--- src/rtl/multi_cycle_ctrl.sv ---
// multi_cycle_ctrl -- sequencing controller for the multi-cycle MIPS-lite datapath.
//
// Each instruction walks FETCH -> DECODE -> EXEC -> MEM -> WB. Jumps and nop
// finish in DECODE, beq finishes in EXEC, sw finishes in MEM, and the rest
// finish in WB. One shared ALU and one memory port are used throughout.
//
// Ports:
//   clk        system clock, rising edge
//   reset      asynchronous active-low reset
//   op, func   IR[31:26] / IR[5:0], valid from DECODE onward
//   zero       ALU zero flag for the current EXEC operands
//   mem_ready  data memory completion for the current access
//   ir_we, pc_we, pc_sel, reg_we, dst_sel, wd_sel   datapath writes / selects
//   alu_srcb, ext_sign, alu_ctrl                    ALU operand and operation
//   mem_req, mem_we, half                           data memory access
//   retire     one-cycle pulse on the final cycle of each instruction
//   state_o    current state (debug)
module multi_cycle_ctrl #(
    parameter int USE_MEM_READY = 1,
    parameter int JAL_REG       = 31
) (
    input  logic       clk,
    input  logic       reset,
    input  logic [5:0] op,
    input  logic [5:0] func,
    input  logic       zero,
    input  logic       mem_ready,
    output logic       ir_we,
    output logic       pc_we,
    output logic [1:0] pc_sel,
    output logic       reg_we,
    output logic [1:0] dst_sel,
    output logic [1:0] wd_sel,
    output logic       alu_srcb,
    output logic       ext_sign,
    output logic [2:0] alu_ctrl,
    output logic       mem_req,
    output logic       mem_we,
    output logic       half,
    output logic       retire,
    output logic [2:0] state_o
);

    typedef enum logic [2:0] {
        FETCH  = 3'd0,
        DECODE = 3'd1,
        EXEC   = 3'd2,
        MEM    = 3'd3,
        WB     = 3'd4
    } state_e;

    typedef enum logic [3:0] {
        I_UND, I_NOP, I_ADDU, I_SUBU, I_OR, I_JR,
        I_ORI, I_LUI, I_LW, I_LH, I_SW, I_BEQ, I_J, I_JAL
    } instr_e;

    state_e state, next;
    instr_e ins;
    logic   is_rtype;
    logic   mem_go;

    // The jal destination register is fixed in the datapath (dst_sel=2 selects
    // r31), so the parameter carries no logic of its own here.
    logic unused_jal_reg;
    assign unused_jal_reg = ^JAL_REG;

    assign mem_go  = (USE_MEM_READY != 0) ? mem_ready : 1'b1;
    assign state_o = state;

    // Instruction class from IR fields; anything unrecognised is I_UND and
    // retires in DECODE with no architectural effect.
    always_comb begin
        ins = I_UND;
        case (op)
            6'h00: begin
                case (func)
                    6'h00:   ins = I_NOP;
                    6'h08:   ins = I_JR;
                    6'h21:   ins = I_ADDU;
                    6'h23:   ins = I_SUBU;
                    6'h25:   ins = I_OR;
                    default: ins = I_UND;
                endcase
            end
            6'h02:   ins = I_J;
            6'h03:   ins = I_JAL;
            6'h04:   ins = I_BEQ;
            6'h0D:   ins = I_ORI;
            6'h0F:   ins = I_LUI;
            6'h21:   ins = I_LH;
            6'h23:   ins = I_LW;
            6'h2B:   ins = I_SW;
            default: ins = I_UND;
        endcase
    end

    assign is_rtype = (ins == I_ADDU) || (ins == I_SUBU) || (ins == I_OR);

    always_ff @(posedge clk or negedge reset) begin
        if (!reset) state <= FETCH;
        else        state <= next;
    end

    always_comb begin
        next     = FETCH;
        ir_we    = 1'b0;
        pc_we    = 1'b0;
        pc_sel   = 2'd0;
        reg_we   = 1'b0;
        dst_sel  = 2'd0;
        wd_sel   = 2'd0;
        alu_srcb = 1'b0;
        ext_sign = 1'b0;
        alu_ctrl = 3'b000;
        mem_req  = 1'b0;
        mem_we   = 1'b0;
        half     = 1'b0;
        retire   = 1'b0;
        // Outputs are held at 0 while reset is low, even though the state
        // register already reads FETCH.
        if (reset) begin
            case (state)
                FETCH: begin
                    ir_we  = 1'b1;
                    pc_we  = 1'b1;
                    pc_sel = 2'd0;
                    next   = DECODE;
                end
                DECODE: begin
                    case (ins)
                        I_J: begin
                            pc_we  = 1'b1;
                            pc_sel = 2'd2;
                            retire = 1'b1;
                            next   = FETCH;
                        end
                        I_JAL: begin
                            pc_we   = 1'b1;
                            pc_sel  = 2'd2;
                            reg_we  = 1'b1;
                            dst_sel = 2'd2;
                            wd_sel  = 2'd2;
                            retire  = 1'b1;
                            next    = FETCH;
                        end
                        I_JR: begin
                            pc_we  = 1'b1;
                            pc_sel = 2'd3;
                            retire = 1'b1;
                            next   = FETCH;
                        end
                        I_NOP, I_UND: begin
                            retire = 1'b1;
                            next   = FETCH;
                        end
                        default: next = EXEC;
                    endcase
                end
                EXEC: begin
                    case (ins)
                        I_SUBU, I_BEQ: alu_ctrl = 3'b001;
                        I_OR, I_ORI:   alu_ctrl = 3'b011;
                        I_LUI:         alu_ctrl = 3'b100;
                        default:       alu_ctrl = 3'b000;
                    endcase
                    alu_srcb = (ins == I_ORI) || (ins == I_LUI) || (ins == I_LW) ||
                               (ins == I_LH)  || (ins == I_SW);
                    ext_sign = (ins == I_LW) || (ins == I_LH) || (ins == I_SW) ||
                               (ins == I_BEQ);
                    case (ins)
                        I_BEQ: begin
                            pc_we  = zero;
                            pc_sel = 2'd1;
                            retire = 1'b1;
                            next   = FETCH;
                        end
                        I_LW, I_LH, I_SW: next = MEM;
                        default:          next = WB;
                    endcase
                end
                MEM: begin
                    mem_req = 1'b1;
                    mem_we  = (ins == I_SW);
                    half    = (ins == I_LH);
                    if (!mem_go) begin
                        next = MEM;
                    end else if (ins == I_SW) begin
                        retire = 1'b1;
                        next   = FETCH;
                    end else begin
                        next = WB;
                    end
                end
                WB: begin
                    reg_we  = 1'b1;
                    retire  = 1'b1;
                    dst_sel = is_rtype ? 2'd1 : 2'd0;
                    wd_sel  = ((ins == I_LW) || (ins == I_LH)) ? 2'd1 : 2'd0;
                    half    = (ins == I_LH);
                    next    = FETCH;
                end
                // Illegal codes: outputs stay 0 and the machine recovers.
                default: next = FETCH;
            endcase
        end
    end

endmodule

--- config.mk ---
export PLATFORM = sky130hd
export DESIGN_NAME = multi_cycle_ctrl
export DESIGN_NICKNAME = d
export VERILOG_FILES = /design/src/rtl/multi_cycle_ctrl.sv
export SDC_FILE = /design/constraint.sdc
export NUM_CORES = 1
export LEC_CHECK = 0
export BUFFER_PORTS_ARGS = -buffer_cell sky130_fd_sc_hd__clkbuf_2
export CAP_MARGIN = 20
export CORE_MARGIN = 4
export CORE_UTILIZATION = 47
export CTS_BUF_LIST = sky130_fd_sc_hd__clkbuf_2
export DETAILED_ROUTE_END_ITERATION = 12
export PLACE_DENSITY = 0.86
export SLEW_MARGIN = 10
export SYNTH_ARGS = -nofsm -noshare
export SYNTH_HDL_FRONTEND = slang
export SYNTH_SLANG_ARGS = --single-unit
--- constraint.sdc ---
create_clock -name clk -period 2.5 [get_ports clk]
set_clock_uncertainty 0.1 [all_clocks]
set_input_delay 0.25 -clock clk [delete_from_list [all_inputs] [get_ports clk]]
set_output_delay 0.25 -clock clk [all_outputs]
set_load 0.03 [all_outputs]
==> qor.csv <==
metric,value,unit
hold_violations,0,
grt_pass1_vias,949,
drv_cap,0,
grtUsageMet2,0.396,
cts_setup_buffers,0,
drive_above_1_share,0.390,
fin_crit,2360,ps
cts.sinks,3,
design_area,1060,um2
p_leak,0.463,nW
root_buffer,clkbuf_2,
crit_top_cell,buf_2,
p_clk_frac,0.274,
routedWlPerCell,14.0,um
wirelength,2380,um
initial_core_util,0.499,
path_max_fanout,11,
fillers,132,
whs,286,ps
endpoint_kind,output port,
num-nets-final,171,
first_pass_iters,4,
dp_slack,59.3,ps
power.internal,0.000147,W
drtAntennaViolNets,0,
num_rows,14,
routabilityCongestion,0.896,
p_seq_frac,0.220,
final.setup.worst_slack,144,ps
critPathArrivalTime,2010,ps
clk_pin_slew,50,ps
critPathSlowestCell,dlygate4sd3_1,
swShare,0.450,
grt_use_met1,0.237,
largest_register_ffs,3,
dieArea,2330,um2
gr-usage-met3,0.0480,
yosys.area.top_type_share,0.0987,
via_count,1061,
netlist_area,761,um2
crit_required,2150,ps
status,completed,
num_io_pins,37,
p_comb_frac,0.506,
vias_per_cell,6.24,
netSwitchingPower,0.000120,W
grt_use_total,0.216,
drt_iter0_markers,28,
ys_types,47,
vdd_drop_max,0.207,mV
critPathKind,in2out,
netlist_instances,112,
path_cells,"dlygate4sd3_1, buf_2, nand2b_1, or3_1, a211oi_1, buf_2",
yosys-top-cells-area,"dfrtp_1 (9.9%), nand3_1 (5.3%), a21oi_1 (3.9%)",
fmax,424,MHz
dpl.cell_count,165,
min_period_over_period,0.942,
grt_max_degree,12,
numCtsBuffers,3,
slew_headroom,0.703,
clk_latency,220,ps
stdcell_count,170,
drc,0,
syn_nets,128,
ys_seq_area_frac,0.0987,
die_y,48.2,um
p_per_area,253,nW/um2
grt_pass1_wl,3660,um
fp.coreArea,1520,um2
yosys_warnings,0,
postPlaceCellArea,1000,um2
rsz0062_at_grt,no,
cts_tree,done,
synthTopCellsByCount,"nand2_1 (8), nand3_1 (8), a21oi_1 (6), nor2_1 (6), nor3_1 (6)",
synth_ff_type,dfrtp_1,
synth_top_area_cell,dfrtp_1,
hpwl,1880,um
postSynthAreaPerCell,6.79,um2
synth_edf_count,0,
max_stage_delay,520,ps
hold_path_class,in2reg,
start_kind,input pin,
htreeDepth,1,
async_flop_share,1.00,
area_delta_synth_final,39.0,%
clk_path_buf_depth,2,
antenna_found_initial,0,
antennaDiodeCount,0,
dieWidth,48.2,um
ys_ff_latch,3,
setup_viol,0,
port_buffers,36,
grt_overflow,0,
busiest_layer,met2,
tns,0,ps
worstMarginPinSlew,440,ps
slew_violations,0,
## layout make-up
type	instances	area [um2]	area share
flip-flops and latches	3	75.1	0.0710
inverters	5	18.8	0.0178
repair buffers	48	273	0.258
well taps	16	20.0	0.0189
clock buffers	4	20.0	0.0189
multi-input cells	94	651	0.615
## logic make-up (layout without fill, tap and decap cells)
kind of cell,after synthesis,after routing,synth area share
AND/OR/NAND/NOR,57,57,0.442
AO/OA/AOI/OAI,36,36,0.344
flip-flops,3,3,0.0987
XOR/XNOR,1,1,0.0115
buffers and inverters,15,57,0.104
## critical path: cells and delay by family
| kind | cells | cell delay (ps) |
|---|---|---|
| buffers and inverters | 3 | 970 |
| and+or+nand+nor | 2 | 550 |
| AOI/OAI and AO/OA | 1 | 240 |
## timing repair
action / in CTS / in global routing
resized for setup: 0 / 6
setup endpoints to repair: 0 / 4
hold buffers: 1 / 0
endpoints found under the hold margin: 3 / 0
## metrics by stage
stage,utilization,total power (W)
CTS,0.676,0.000264
detailed placement,0.656,0.000187
floorplan,-,0.000142
finish,0.694,0.000267
global route,0.694,0.000285
global placement,0.656,0.000183
## layer usage
| layer | wire length [um] | part of all wire |
|---|---|---|
| met5 | 0 | 0 |
| met4 | 6 | 0.0025 |
| met3 | 198 | 0.083 |
| met2 | 1210 | 0.51 |
| met1 | 963 | 0.40 |
## path summary, 6_finish.rpt
| check | cells past startpoint | start | end | slack (ps) |
|---|---|---|---|---|
| worst min register to register | 2 | state_o[2]$_DFF_PN0_ | state_o[2]$_DFF_PN0_ | 590 |
| min in group asynchronous | 2 | reset | state_o[2]$_DFF_PN0_ | 300 |
| worst max register to register | 3 | state_o[0]$_DFF_PN0_ | state_o[1]$_DFF_PN0_ | 1010 |
| worst min-delay path | 4 | mem_ready | state_o[2]$_DFF_PN0_ | 290 |
| max in group asynchronous | 2 | reset | state_o[1]$_DFF_PN0_ | 1820 |
| worst max-delay path | 6 | reset | pc_sel[1] | 140 |
## cells in the final DEF, fill, tap and decap left out, types with 3 or more instances in the layout
master,instances
dfrtp_1,3
a21oi_1,6
nand3_1,8
clkbuf_2,38
or3_1,3
nand2b_1,3
o21ai_0,4
o211ai_1,3
nand2_1,8
nand4_1,3
buf_4,11
nor4b_2,3
nor3_1,5
nor2_1,6
nor2b_1,3
inv_1,5
## power by group through the flow
stage / sequential (W) / combinational [W] / clock, W
after floorplan: 0.0000597 / 0.0000820 / 0
after detailed placement: 0.0000592 / 0.000128 / 0
after global placement: 0.0000590 / 0.000124 / 0
after CTS: 0.0000584 / 0.000129 / 0.0000759
final: 0.0000588 / 0.000135 / 0.0000733
after global routing: 0.0000590 / 0.000148 / 0.0000784
Power figures use the tool's default switching activity.
